## config.mk

```make
export PLATFORM = sky130hd
export DESIGN_NAME = ysyx_25040129_ifu_flat
export DESIGN_NICKNAME = d
export VERILOG_FILES = /design/src/rtl/ysyx_25040129_ifu_if.sv /design/src/rtl/ysyx_25040129_ifu.sv /design/src/flat_wrapper.sv
export SDC_FILE = /design/constraint.sdc
export NUM_CORES = 1
export LEC_CHECK = 0
export CORE_ASPECT_RATIO = 2
export CORE_MARGIN = 2
export CORE_UTILIZATION = 30
export CTS_CLUSTER_DIAMETER = 30
export DETAILED_ROUTE_END_ITERATION = 6
export SYNTH_ARGS = -nofsm -noshare
export SYNTH_HDL_FRONTEND = slang
export SYNTH_SLANG_ARGS = --single-unit
```

## constraint.sdc

```tcl
create_clock -name clk -period 2.9 [get_ports clk]
set_input_delay 0.58 -clock clk [delete_from_list [all_inputs] [get_ports clk]]
set_output_delay 0.58 -clock clk [all_outputs]
set_load 0.02 [all_outputs]
```

## src/rtl/ysyx_25040129_ifu_if.sv

```systemverilog
// IFU bundle: AXI4-Lite-style read channel toward memory plus the
// valid/ready handoff of {pc, inst, fault} toward the IDU.
interface ysyx_25040129_ifu_if;
  logic        mem_arvalid;
  logic [31:0] mem_araddr;
  logic        mem_arready;
  logic        mem_rvalid;
  logic [31:0] mem_rdata;
  logic [1:0]  mem_rresp;
  logic        mem_rready;
  logic [31:0] pc_out_ifu;
  logic [31:0] inst_out_ifu;
  logic        inst_fault_out_ifu;
  logic        is_req_valid_to_idu;
  logic        is_req_ready_from_idu;

  modport master (
    output mem_arvalid,
    output mem_araddr,
    input  mem_arready,
    input  mem_rvalid,
    input  mem_rdata,
    input  mem_rresp,
    output mem_rready,
    output pc_out_ifu,
    output inst_out_ifu,
    output inst_fault_out_ifu,
    output is_req_valid_to_idu,
    input  is_req_ready_from_idu
  );

  modport slave (
    input  mem_arvalid,
    input  mem_araddr,
    output mem_arready,
    output mem_rvalid,
    output mem_rdata,
    output mem_rresp,
    input  mem_rready,
    input  pc_out_ifu,
    input  inst_out_ifu,
    input  inst_fault_out_ifu,
    input  is_req_valid_to_idu,
    output is_req_ready_from_idu
  );
endinterface

```

## src/rtl/ysyx_25040129_ifu.sv

```systemverilog
// Instruction fetch unit: one outstanding read, redirect drops wrong path.
// Ports: clk, rst_n, bus (master modport), redirect_valid, redirect_pc.
module ysyx_25040129_ifu #(
  parameter logic [31:0] RESET_PC = 32'h3000_0000
) (
  input  logic                       clk,
  input  logic                       rst_n,
  ysyx_25040129_ifu_if.master        bus,
  input  logic                       redirect_valid,
  input  logic [31:0]                redirect_pc
);

  typedef enum logic [1:0] {
    IDLE,
    REQ,
    WAIT,
    HOLD
  } state_e;

  state_e      state_q, state_d;
  logic [31:0] fetch_pc_q, fetch_pc_d;
  logic [31:0] pend_q, pend_d;
  logic        drop_q, drop_d;
  logic        arvalid_q, arvalid_d;
  logic [31:0] pc_q, pc_d;
  logic [31:0] inst_q, inst_d;
  logic        fault_q, fault_d;
  logic [31:0] rpc;

  assign rpc = redirect_pc & ~32'h3;

  always_comb begin
    state_d    = state_q;
    fetch_pc_d = fetch_pc_q;
    pend_d     = pend_q;
    drop_d     = drop_q;
    pc_d       = pc_q;
    inst_d     = inst_q;
    fault_d    = fault_q;
    unique case (state_q)
      IDLE: begin
        state_d = REQ;
        if (redirect_valid) fetch_pc_d = rpc;
      end
      REQ: begin
        // Address must stay put until accepted; remember the target.
        if (redirect_valid) begin
          drop_d = 1'b1;
          pend_d = rpc;
        end
        if (bus.mem_arready) state_d = WAIT;
      end
      WAIT: begin
        if (bus.mem_rvalid) begin
          if (redirect_valid || drop_q) begin
            drop_d     = 1'b0;
            fetch_pc_d = redirect_valid ? rpc : pend_q;
            state_d    = REQ;
          end else begin
            pc_d    = fetch_pc_q;
            inst_d  = bus.mem_rdata;
            fault_d = (bus.mem_rresp != 2'b00);
            state_d = HOLD;
          end
        end else if (redirect_valid) begin
          drop_d = 1'b1;
          pend_d = rpc;
        end
      end
      HOLD: begin
        if (redirect_valid) begin
          fetch_pc_d = rpc;
          state_d    = REQ;
        end else if (bus.is_req_ready_from_idu) begin
          fetch_pc_d = fetch_pc_q + 32'd4;
          state_d    = REQ;
        end
      end
      default: state_d = IDLE;
    endcase
    arvalid_d = (state_d == REQ);
  end

  always_ff @(posedge clk or negedge rst_n) begin
    if (!rst_n) begin
      state_q    <= IDLE;
      fetch_pc_q <= RESET_PC;
      pend_q     <= 32'h0;
      drop_q     <= 1'b0;
      arvalid_q  <= 1'b0;
      pc_q       <= RESET_PC;
      inst_q     <= 32'h0;
      fault_q    <= 1'b0;
    end else begin
      state_q    <= state_d;
      fetch_pc_q <= fetch_pc_d;
      pend_q     <= pend_d;
      drop_q     <= drop_d;
      arvalid_q  <= arvalid_d;
      pc_q       <= pc_d;
      inst_q     <= inst_d;
      fault_q    <= fault_d;
    end
  end

  assign bus.mem_arvalid         = arvalid_q;
  assign bus.mem_araddr          = fetch_pc_q;
  assign bus.mem_rready          = (state_q == WAIT);
  assign bus.pc_out_ifu          = pc_q;
  assign bus.inst_out_ifu        = inst_q;
  assign bus.inst_fault_out_ifu  = fault_q;
  assign bus.is_req_valid_to_idu = (state_q == HOLD) && !redirect_valid;

endmodule

```

## src/flat_wrapper.sv

```systemverilog
// flat-port wrapper written by rule: the top's interface ports become plain ports
module ysyx_25040129_ifu_flat 
#(
  parameter logic [31:0] RESET_PC = 32'h3000_0000
)
  (clk, rst_n, redirect_valid, redirect_pc, bus_mem_arvalid, bus_mem_araddr, bus_mem_arready, bus_mem_rvalid, bus_mem_rdata, bus_mem_rresp, bus_mem_rready, bus_pc_out_ifu, bus_inst_out_ifu, bus_inst_fault_out_ifu, bus_is_req_valid_to_idu, bus_is_req_ready_from_idu);
  ysyx_25040129_ifu_if bus_i ();
  input  logic clk;
  input  logic rst_n;
  input  logic redirect_valid;
  input  logic [31:0] redirect_pc;
  output wire logic [$bits(bus_i.mem_arvalid)-1:0] bus_mem_arvalid;
  output wire logic [$bits(bus_i.mem_araddr)-1:0] bus_mem_araddr;
  input wire logic [$bits(bus_i.mem_arready)-1:0] bus_mem_arready;
  input wire logic [$bits(bus_i.mem_rvalid)-1:0] bus_mem_rvalid;
  input wire logic [$bits(bus_i.mem_rdata)-1:0] bus_mem_rdata;
  input wire logic [$bits(bus_i.mem_rresp)-1:0] bus_mem_rresp;
  output wire logic [$bits(bus_i.mem_rready)-1:0] bus_mem_rready;
  output wire logic [$bits(bus_i.pc_out_ifu)-1:0] bus_pc_out_ifu;
  output wire logic [$bits(bus_i.inst_out_ifu)-1:0] bus_inst_out_ifu;
  output wire logic [$bits(bus_i.inst_fault_out_ifu)-1:0] bus_inst_fault_out_ifu;
  output wire logic [$bits(bus_i.is_req_valid_to_idu)-1:0] bus_is_req_valid_to_idu;
  input wire logic [$bits(bus_i.is_req_ready_from_idu)-1:0] bus_is_req_ready_from_idu;
  assign bus_mem_arvalid = bus_i.mem_arvalid;
  assign bus_mem_araddr = bus_i.mem_araddr;
  assign bus_i.mem_arready = bus_mem_arready;
  assign bus_i.mem_rvalid = bus_mem_rvalid;
  assign bus_i.mem_rdata = bus_mem_rdata;
  assign bus_i.mem_rresp = bus_mem_rresp;
  assign bus_mem_rready = bus_i.mem_rready;
  assign bus_pc_out_ifu = bus_i.pc_out_ifu;
  assign bus_inst_out_ifu = bus_i.inst_out_ifu;
  assign bus_inst_fault_out_ifu = bus_i.inst_fault_out_ifu;
  assign bus_is_req_valid_to_idu = bus_i.is_req_valid_to_idu;
  assign bus_i.is_req_ready_from_idu = bus_is_req_ready_from_idu;
  ysyx_25040129_ifu #(.RESET_PC(RESET_PC)) u_core (.clk(clk), .rst_n(rst_n), .bus(bus_i), .redirect_valid(redirect_valid), .redirect_pc(redirect_pc));
endmodule
```

==> results of run 1 <==
through the flow:
step / worst slack, ps / hold slack, ps / cells / utilization
4_1_cts: 112 / 173 / 965 / 0.434
5_1_grt: 5.78 / 197 / 966 / 0.434
6_report: 164 / 143 / 966 / 0.434
3_3_place_gp: 244 / 470 / 933 / 0.405
2_1_floorplan: 657 / 284 / 511 / -
3_5_place_dp: 210 / 493 / 933 / 0.405
layer usage:
metal,track usage,vias up,wire [um]
met4,0.0924,0,658
met3,0.0410,33,884
met2,0.300,170,9840
met1,0.169,2445,6150
met5,0,-,0
li1,-,2256,-
cells by family (layout without fill, tap and decap cells):
group / count (synthesis) / after routing
multiplexers: 94 / 94
XOR/XNOR: 1 / 1
other: 0 / 1
adder cells (fa/ha/maj): 7 / 7
AO/OA/AOI/OAI: 130 / 130
buffers and inverters: 42 / 230
AND/OR/NAND/NOR: 104 / 104
flip-flops: 133 / 133
sequential cells by signal, indices dropped and copies added, names as in the netlist:
signal	count
u_core.bus.inst_out_ifu	32
u_core.bus.mem_araddr	32
u_core.bus.pc_out_ifu	32
u_core.pend_q	32
u_core.state_q	2
u_core.bus.inst_fault_out_ifu	1
u_core.bus.mem_arvalid	1
u_core.drop_q	1
placed cells by master (no fill, tap or decap), types with 8 or more instances in the layout:
cell type / Yosys / layout
sky130_fd_sc_hd__clkbuf_16: 0 / 17
sky130_fd_sc_hd__nor2_1: 26 / 26
sky130_fd_sc_hd__a31oi_1: 11 / 11
sky130_fd_sc_hd__nand2_1: 20 / 20
sky130_fd_sc_hd__a21oi_1: 13 / 13
sky130_fd_sc_hd__clkdlybuf4s50_1: 0 / 168
sky130_fd_sc_hd__mux2_2: 94 / 94
sky130_fd_sc_hd__buf_4: 4 / 20
sky130_fd_sc_hd__dfrtp_1: 129 / 129
sky130_fd_sc_hd__a22o_1: 12 / 12
sky130_fd_sc_hd__o21ai_0: 45 / 45
sky130_fd_sc_hd__a22oi_1: 11 / 11
sky130_fd_sc_hd__nand3_1: 8 / 8
how the worst min path moves through the flow:
| stage | start | endpoint | cells past startpoint |
|---|---|---|---|
| final | rst_n | u_core.bus.pc_out_ifu[1]$_DFFE_PN0P_ | 1 |
| after CTS | rst_n | u_core.bus.pc_out_ifu[1]$_DFFE_PN0P_ | 1 |
| after floorplan | rst_n | u_core.bus.inst_fault_out_ifu$_DFFE_PN0P_ | 0 |
| after global routing | rst_n | u_core.bus.pc_out_ifu[1]$_DFFE_PN0P_ | 1 |
| after global placement | u_core.pend_q[1]$_DFFE_PN0P_ | u_core.pend_q[1]$_DFFE_PN0P_ | 1 |
| after detailed placement | u_core.pend_q[24]$_DFFE_PN0P_ | u_core.pend_q[24]$_DFFE_PN0P_ | 1 |
report_power, final:
group	internal [mW]	total [mW]	leakage [nW]	switching, mW
logic	1.89	3.79	1.80	1.90
registers	2.65	3.37	1.70	0.717
clock network	1.32	2.19	0.287	0.872
total	5.87	9.35	3.79	3.49
final cells by class:
cell class / count / share of cell area
flip-flops and latches: 133 / 0.378
multi-input cells: 336 / 0.299
repair buffers: 191 / 0.214
clock buffers: 19 / 0.0514
well taps: 266 / 0.0378
clock inverters: 13 / 0.0165
inverters: 7 / 0.00298
diodes: 1 / 0.000284
==> metrics list, run 1 <==
* Total congestion overflow after global routing: 0
- Row generation in the floorplan step produced 74 rows.
- The clock arrives with 12.7 ps of skew.
- Number of top-level pins: 172
* Filler Cells Inserted: 1881
- The worst register-to-register path begins at u_core.state_q[0]$_DFF_PN0_.
- For the pin with the worst max-slew slack, the measured transition is 1030 ps.
- Clock-pin slew was measured on the worst setup and hold paths at around 60 ps.
- The worst register-to-register path ends at u_core.bus.mem_araddr[25]$_DFFE_PN0P_.
* Number of slew-limit violations in the final report: 0
* Highest achievable clock rate: 365 MHz
- Detailed Place HPWL: 12.6 mm
* Endpoints failing setup: 0
- STA puts the critical path data required time at 2320 ps.
- The final hold violation count is 0.
* Critical-path top delay cell: sky130_fd_sc_hd__clkdlybuf4s50_1
- Bufs on Longest Clock Path: 2
- Endpoint class of the critical path: output port
* Run status: complete, no violations
* Final clock period utilization by the worst path: 0.944
- The share of the Yosys chip area taken by registers is 0.542.
- Final setup TNS: 0 ps
- Post-Syn Instances: 511
* Overall power: 9.35 mW
* Root Buffer: sky130_fd_sc_hd__clkbuf_16
* Leading post-synthesis cells by instance count: 129 x sky130_fd_sc_hd__dfrtp_1, 94 x sky130_fd_sc_hd__mux2_2, 45 x sky130_fd_sc_hd__o21ai_0, 26 x sky130_fd_sc_hd__nor2_1, 20 x sky130_fd_sc_hd__nand2_1
* Largest driver fanout on the critical path: 8
- sky130_fd_sc_hd__dfrtp_1 is the most common cell in the netlist.
- Initial antenna violation count: 1
- Resized Gates After CTS: 0
- The most critical setup path has its endpoint at bus_is_req_valid_to_idu.
* Xor/xnor share of the synthesized area: 0.00143
- Wire length of the first global-routing pass: 27.7 mm
- CP arrival: 2160 ps
* Worst VDD drop: 0.461 mV
- Traced cell by cell, the critical path runs through ha_1, nand2b_1, inv_2, clkdlybuf4s50_1.
- Post-Syn Nets: 590
- Dividing the detail-routed wire length by the instance count gives 18.2 um.
- Counting buffers and inverters, the worst setup path is 4 cells deep.
- The critical path is of the reg -> out type.
* Skew-Pair Late Insertion Delay: ~430 ps
- Growth of design area from synthesis to finish: 43.4%
- The multi-input combinational cells in the finished layout cover a total of 2630 um^2.
- The die covers 21700 um^2.
* Total Nets Final: 765
- Final std cell area, no fill: 8810 um^2
- Number of warning messages in the yosys log: 0
- Fraction of synthesis flops using an asynchronous set or reset pin: 1.00
* Vias in the first global route: 5255
- In this run, the number of DRC markers left after iteration 0 of detailed routing was 264.
- Of the total synthesized cell area, the portion taken by full adders, half adders and majority gates is 0.0143.
- By area, the combinational part of the netlist is dominated by multiplexers.
- Startpoint kind of the worst setup timing path: flip-flop
- For flop-to-flop paths, the worst setup slack is 410 ps.
- Total standard cell area after synthesis: roughly 6100 um^2
* Vertical extent of the die: 206 um
- The first TritonRoute pass finished after 5 iterations.
- Counting cells, the worst reg-to-reg path comes to 7.
- In this run the worst setup path begins at u_core.state_q[0]$_DFF_PN0_.
- The floorplan step defined a core boundary enclosing 20300 um^2.
* Compound-Gate Fraction of Synth Area: 0.142
- Fraction of the mapped netlist area in simple logic gates: 0.0963
- Maximum Capacitance Violations: 0
- Hold repair after CTS inserted 0 buffers.
* Multiplexer share of the synthesized area: 0.172
* CP delay by family, top: buffers and inverters
- Largest net degree at the start of global routing: 69
- Commonest register cell after synthesis: sky130_fd_sc_hd__dfrtp_1
* Flop and latch count out of synthesis: 133
- In the post-synthesis netlist, the biggest area contributors are sky130_fd_sc_hd__dfrtp_1 53%, sky130_fd_sc_hd__mux2_2 17%, sky130_fd_sc_hd__o21ai_0 3.7%.
* Post-synth EDFFs: 0
- For this block, the routed nets add up to 17.5 mm of wire.
* Share of final-layout standard cells stronger than drive strength 1: 0.240
* P per Cell Area: roughly 1100 nW/um^2
* Post-detailed-route via-to-cell ratio: about 5
- The path class of the tightest hold or removal check is in -> async.
- The count of buffers added on input and output ports is 169.
* Post-place instance area: 8210 um^2
- Setup repair after global routing left no endpoint under its margin.
- Together, buffers and inverters on the worst path number 2.
* Global-route total usage across every layer: 0.164
- Subtracting the final worst setup slack from the clock period gives about 2700 ps.
- The share of synthesized area in the top cell type comes to 0.525.
- The clock tree synthesis step divided the H-tree into 4 levels.
- For this design the static power due to leakage is 3.79 nW.
* Residual antenna-violating net count after detailed routing: 0
- The clock net in this run drives a total of 133 sinks.
- CTS buffer count: 17
- The routed layout has 4904 vias.
* CP max stage delay: 640 ps
- Die X-Extent: around 110 um
- For this configuration, the core starts out at a cell density of 0.303.
* Sequential cell area in the final layout: around 3300 um^2
- Averaged over all synthesized cells, the footprint is 12.0 um^2.
- The worst pin sits at a relative slew slack of 0.310.
- After detailed routing, the number of remaining DRC violations is 0.
- At the end of routability-driven placement, the weighted congestion stood at 0.780.
* Clock tree from TritonCTS: yes
- Yosys top cell by area: sky130_fd_sc_hd__dfrtp_1
- Number of buffers added for setup after CTS: 0
- Yosys mapped the design onto 53 distinct sky130hd cell types.
Power figures use the tool's default switching activity.
==> inputs of run 2 (changes only) <==
--- a/config.mk
+++ b/config.mk
@@ -10,6 +10,7 @@
 export CORE_UTILIZATION = 30
 export CTS_CLUSTER_DIAMETER = 30
 export DETAILED_ROUTE_END_ITERATION = 6
+export DONT_BUFFER_PORTS = 1
 export SYNTH_ARGS = -nofsm -noshare
 export SYNTH_HDL_FRONTEND = slang
 export SYNTH_SLANG_ARGS = --single-unit
==> run 2 against run 1 <==
  * The run now ends with negative hold slack left
  * Flip-flop and latch count unchanged
  * First-iteration DRC count grew 3.4%
  * Final cell count fell by 18%
  * Die area did not move
  * Global-route usage fell by 0.93 points
  * Register-to-register slack better by 90 ps
  * Clock skew decreased by 7.5 ps
  * Routed wire length fell by 5.7%
  * Fmax rose by 14%
  * Total power decreased by 15%
  * Count of clock-buffer cells in the layout decreased by 1
  * Critical path depth grew 4
==> metrics list, run 2 (synthesis gave the netlist of run 1 again) <==
* Largest net degree at the start of global routing: 134
- Post-layout min period: 2400 ps
* Clock Skews: about 5.2 ps
- Total Nets Final: 590
- In the final layout, the share of cells above drive strength 1 is 0.305.
- Row generation in the floorplan step produced 74 rows.
- Clock tree from TritonCTS: yes
* Crit Reg-Reg Startpoint: u_core.state_q[0]$_DFF_PN0_
- For this run, design rule violations remaining after detail routing come to 0.
- Root Buffer: sky130_fd_sc_hd__clkbuf_16
- The checks that failed: negative hold slack.
* Critical-path top delay cell: sky130_fd_sc_hd__dfrtp_1
- Startpoint kind of the worst setup timing path: flip-flop
- Resized Gates After CTS: 0
- The initial antenna violation count is 0.
- Residual antenna-violating net count after detailed routing: 0
- Capture point of the critical path: u_core.bus.mem_araddr[31]$_DFFE_PN0P_
* Iteration-0 DRC Markers: 273
* Leakage component of the power: a little over 3 nW
* Final hold viol count: 129
- Setup slack on the worst reg-to-reg path comes out at between 400 and 500 ps.
- Static timing analysis puts the maximum clock frequency at approximately 420 MHz.
* Average wire per standard cell: 20.9 um
- The filler cells instantiated in the layout total 1969.
- Headroom to the max-slew limit came out at 0.622.
- CTS sink count: 133
- The tool flagged a number of max-cap violations equal to 0.
- Net switching power figure: 3.27 mW
- The die is 206 um tall.
- In the layout the commonest cells are 129 x sky130_fd_sc_hd__dfrtp_1, 94 x sky130_fd_sc_hd__mux2_2, 45 x sky130_fd_sc_hd__o21ai_0.
- The run finished, with violations left.
* Wire length of the first global-routing pass: 25.6 mm
- Grouping stages by cell kind, the critical path spends the most delay in compound AO/OA/AOI/OAI gates.
* Floorplan die area: 21700 um^2
- Most common cell after layout, fill and taps aside: sky130_fd_sc_hd__dfrtp_1
- STA puts the critical path data arrival time at 2710 ps.
* Effective utilization at floorplan: 0.303
- CP Cell Sequence: inv_1, ha_1, nor2b_1, a211oi_2, and2_0, buf_4, nand4_1, a32o_1
- After global routing the overflow that remains totals 0.
- The share of total power dissipated in combinational logic is 0.229.
- The worst register-to-register path ends at u_core.bus.mem_araddr[31]$_DFFE_PN0P_.
- The total area inside the core boundary comes to just over 20000 um^2.
- Internal power contribution: between 4 and 5 mW
- P per Cell Area: roughly 1100 nW/um^2
* CP max stage delay: 430 ps
- Worst VDD drop: 0.333 mV
- Final clock period utilization by the worst path: 0.828
- Routability congestion estimate from global placement: 0.769
* Number of buffers added for setup after CTS: 0
* Number of slew-limit violations in the final report: 0
- For the pin with the worst max-slew slack, the measured transition is between 500 and 600 ps.
- WP depth: 8
- CTS HTree Levels: 4
- Vias in the first global route: roughly 4700
* Endpoints failing setup: 0
* Worst path bufs/invs: 2
- Hold timing on the final database bottoms out at a slack of -147 ps.
* Global-route total usage across every layer: 0.155
- Area occupied by multi-input gates: ~2600 um^2
- Of the total power, the share spent switching nets is 0.409.
- Post-detailed-route via-to-cell ratio: 5.39
- Measured on the finished design, the core utilization comes to 0.345.
* Final std cell area, no fill: 7010 um^2
* Number of top-level pins: 172
* Skew-Pair Late Insertion Delay: 420 ps
- The die is 105 um wide.
- For the worst flop-to-flop path, the logic depth is 8.
- CTS buffer count: 17
- Summing over every cut layer, the via total after detailed routing is 4262.
- Of all nets on the critical path, the largest fanout is 18.
- Critical Setup Path Class: reg -> reg
* Bufs on Longest Clock Path: 2
* Worst setup path startpoint: u_core.state_q[0]$_DFF_PN0_
* First-pass iteration count of the detailed router: 6
- Input and output buffers added on the ports amount to 0.
- After detailed placement, the design holds a cell count of 758.
* Clk slew on worst S/H paths: 60 ps
- Number of diodes added for antenna fixing: 0
* Post-place instance area: 6450 um^2
- Total length of routed wires: 16.5 mm
* Worst Hold Class: in -> async
- Growth of design area from synthesis to finish: 14.0%
- Detailed placement finished with a half-perimeter wire length of 11.7 mm.
- The sequential cells in the finished layout cover a total of between 3000 and 4000 um^2.
- Final setup TNS: 0 ps
* Part of the power in registers: 0.517
- STA puts the critical path data required time at approximately 3200 ps.
* Proportion of power drawn by the clock network: 0.253
- The finished layout holds 790 standard cells, fillers aside.
- STA classifies the critical path endpoint as a flip-flop.
- Setup repair after global routing left no endpoint under its margin.
run 2: cell count changes in the layout (fill, tap and decap cells not counted), moves of 2 or more:
cell,before,now
sky130_fd_sc_hd__clkbuf_8,2,0
sky130_fd_sc_hd__buf_4,20,16
sky130_fd_sc_hd__clkinvlp_4,3,5
sky130_fd_sc_hd__clkinv_4,1,4
sky130_fd_sc_hd__buf_12,2,0
sky130_fd_sc_hd__inv_6,5,2
sky130_fd_sc_hd__clkdlybuf4s50_1,168,0
run 2: through the flow:
step	setup slack, ps	total power [mW]	hold WS (ps)
3_5_place_dp	510	6.03	290
3_3_place_gp	621	5.89	290
5_1_grt	340	8.47	-173
4_1_cts	498	8.10	-173
2_1_floorplan	657	5.31	284
6_report	499	7.99	-147
run 2: how the worst min path moves through the flow:
stage                from                                   endpoint  slack, ps
floorplan           rst_n  u_core.bus.inst_fault_out_ifu$_DFFE_PN0P_        280
global placement    rst_n       u_core.bus.pc_out_ifu[1]$_DFFE_PN0P_        290
detailed placement  rst_n       u_core.bus.pc_out_ifu[1]$_DFFE_PN0P_        290
CTS                 rst_n              u_core.pend_q[31]$_DFFE_PN0P_       -170
global route        rst_n              u_core.pend_q[31]$_DFFE_PN0P_       -170
finish              rst_n       u_core.bus.pc_out_ifu[1]$_DFFE_PN0P_       -150
run 2: power groups by stage:
stage | sequential [mW] | clock [mW] | combinational [mW]
final | 4.14 | 2.02 | 1.83
after global routing | 4.26 | 2.16 | 2.05
after CTS | 4.15 | 2.09 | 1.86
after detailed placement | 4.18 | 0 | 1.85
after global placement | 4.14 | 0 | 1.75
after floorplan | 3.83 | 0 | 1.48
run 2: final cells by class:
class	instances	area share
flip-flops and latches	133	0.476
inverters	7	0.00375
repair buffers	16	0.0171
clock buffers	18	0.0613
clock inverters	14	0.0186
multi-input cells	336	0.376
well taps	266	0.0475
run 2: layer usage:
metal  part of all wire  GRT usage  vias to the layer above
met3              0.060     0.0523                       40
met2               0.54      0.273                      146
li1                   -          -                     1902
met1               0.36      0.151                     2174
met5                  0          0                        -
met4              0.044      0.107                        0
==> inputs of run 3 (changes only) <==
==> constraint.sdc (replaced) <==
create_clock -name clk -period 2.24 [get_ports clk]
set_input_delay 0.448 -clock clk [delete_from_list [all_inputs] [get_ports clk]]
set_output_delay 0.448 -clock clk [all_outputs]
set_load 0.02 [all_outputs]
==> run 3 against run 2 <==
  * Critical path depth is the same
  * Core utilization is 1.5 points higher
  * Die area stayed put
  * Routed wire length up 1.1%
  * Setup slack got worse by 380 ps
  * Flip-flop and latch count stayed put
  * Non-clock buffer count is 25 higher
  * Clock skew rose by 5.2 ps
  * First-iteration DRC count shrank 26%
  * Via count rose by 1.4%
  * The run still ends with negative hold slack left
==> metrics list, run 3 (synthesis gave the netlist of run 1 again) <==
* Initial antenna violation count: 0
- Growth of design area from synthesis to finish: 18.9%
- Summing over every cut layer, the via total after detailed routing is 4322.
- Port-buffer cells: 0
- Endpoint class of the critical path: flip-flop
- In the final layout, the share of cells above drive strength 1 is 0.341.
* Violated checks: negative hold slack
* Std-Cell Core Area: slightly above 20000 um^2
* Worst slew margin relative to its limit: 0.666
- For the pin with the worst max-slew slack, the measured transition is 501 ps.
- The tightest hold path in the finished design has a slack of -285 ps.
- The longest clock path from root to sink contains 2 buffers.
- Effective utilization at floorplan: 0.303
* Clk slew on worst S/H paths: 60 ps
- The number of global-route vias before repair was between 4000 and 5000.
- Detailed Place HPWL: 11.9 mm
- Summed over all failing endpoints, the final setup total negative slack is 0 ps.
* R2R depth: 8
* Top library cells by usage in the layout, fill and taps aside: 128 x sky130_fd_sc_hd__dfrtp_1, 94 x sky130_fd_sc_hd__mux2_2, 45 x sky130_fd_sc_hd__o21ai_0
* Final clock period utilization by the worst path: 0.945
- Final hold viol count: 133
* Post-layout min period: 2120 ps
- Number of slew-limit violations in the final report: 0
- The run finished, with violations left.
* Critical-path top delay cell: sky130_fd_sc_hd__dfrtp_2
* Maximum Capacitance Violations: 0
- Worst Hold Class: in -> async
* Clock Skews: 10.4 ps
- Total congestion overflow after global routing: 0
- Skew-Pair Late Insertion Delay: 430 ps
- Root Buffer: sky130_fd_sc_hd__clkbuf_16
* Most common cell after layout, fill and taps aside: sky130_fd_sc_hd__dfrtp_1
- Vertical extent of the die: 206 um
* Filler Cells Inserted: a little under 2000
* Total length of routed wires: 16.7 mm
* Highest achievable clock rate: about 470 MHz
- Detailed-route DRC error count: 0
* Pre-CTS setup slack: 44.8 ps
- Largest net degree at the start of global routing: 134
* Iteration-0 DRC Markers: 201
- Worst setup path startpoint: u_core.state_q[0]$_DFF_PN0_
- TritonCTS built the clock tree.
* Largest driver fanout on the critical path: 13
- CTS buffer count: 17
- In this run the power density over the cells is 1500 nW/um^2.
* Worst VDD drop: 0.530 mV
- Data on the critical path is required at its endpoint by 2550 ps.
- Startpoint kind of the worst setup timing path: flip-flop
- In this run the static leakage power is 3.26 nW.
- Before antenna repair, the detailed router went through 4 iterations.
* Finished Core Util: 0.360
- Number of top-level pins: 172
* Routability congestion estimate from global placement: 0.801
- CTS sink count: 133
- Across every metal layer, demand over resource in global routing totals 0.158.
- The detail route stage leaves a number of antenna-violating nets equal to 0.
- CP Cell Sequence: inv_1, ha_2, nor2b_1, a211oi_2, and2_0, buf_4, nand4_1, a32o_1
- From left edge to right edge, the die measures 105 um.
- The first global-routing pass estimated 25.8 mm of wire.
- Row generation in the floorplan step produced 74 rows.
* Average wire per standard cell: 20.5 um
- The repair_antennas step left the layout with diodes totalling 0.
- In this run the number of H-tree levels came out at 4.
* Crit Reg-Reg Startpoint: u_core.state_q[0]$_DFF_PN0_
- Final critical-path setup slack: 123 ps
* Critical Setup Path Class: reg -> reg
- Setup repair after global routing left no endpoint under its margin.
- The completed layout was analyzed and its total power is between 10 and 15 mW.
* Post-detailed-route via-to-cell ratio: 5.30
* Total Nets Final: between 600 and 700
- Setup slack on the worst reg-to-reg path comes out at 120 ps.
- CP max stage delay: 410 ps
* Endpoints failing setup: 0
* CP arrival: ~2400 ps
- Worst R2R End: u_core.bus.mem_araddr[31]$_DFFE_PN0P_
- The floorplan step defined a die boundary enclosing 21700 um^2.
[run 3: where the power goes]
group	leakage [nW]	switching [mW]	total (mW)	internal (mW)
Clock	0.284	1.11	2.87	1.76
Sequential	1.70	1.43	4.87	3.43
Combinational	1.28	1.77	3.24	1.47
[run 3: final cells by class]
type / count / area (um^2) / share of cell area
timing repair buffer: 41 / 370 / 0.0507
sequential: 133 / 3330 / 0.457
clock inverter: 14 / 174 / 0.0238
tap: 266 / 333 / 0.0456
inverter: 7 / 26.3 / 0.00360
multi-input combinational: 336 / 2640 / 0.361
clock buffer: 18 / 429 / 0.0588
[run 3: repair_timing]
item,4_1_cts,5_1_grt
setup endpoints to repair,0,9
hold endpoints to repair,133,133
buffers inserted,0,0
resized for setup,0,1
[run 3: worst max-delay path: cells and delay by family, from the launching register on]
family | cells | cell delay, ps
flops | 1 | 410
fa+ha+maj | 1 | 250
compound gates | 2 | 520
buf+inv | 2 | 310
simple gates | 3 | 500
[run 3: worst max path at each step]
stage	slack, ps	endpoint
floorplan	50	u_core.bus.inst_out_ifu[0]$_DFFE_PN0P_
global placement	160	u_core.bus.mem_araddr[31]$_DFFE_PN0P_
detailed placement	40	u_core.bus.mem_araddr[31]$_DFFE_PN0P_
CTS	20	u_core.bus.mem_araddr[31]$_DFFE_PN0P_
global route	20	u_core.bus.mem_araddr[31]$_DFFE_PN0P_
finish	120	u_core.bus.mem_araddr[31]$_DFFE_PN0P_
[run 3: per-layer routing]
metal	GRT usage	share of wire	up-vias
li1	-	-	1949
met1	0.157	0.35	2189
met2	0.284	0.55	158
met3	0.0574	0.069	26
met4	0.0819	0.031	0
met5	0	0	-
[run 3: per-stage QoR]
step / std cells / area [um^2]
2_1_floorplan: 511 / 6150
3_3_place_gp: 783 / 6700
3_5_place_dp: 783 / 6700
4_1_cts: 815 / 7300
5_1_grt: 815 / 7300
6_report: 815 / 7300
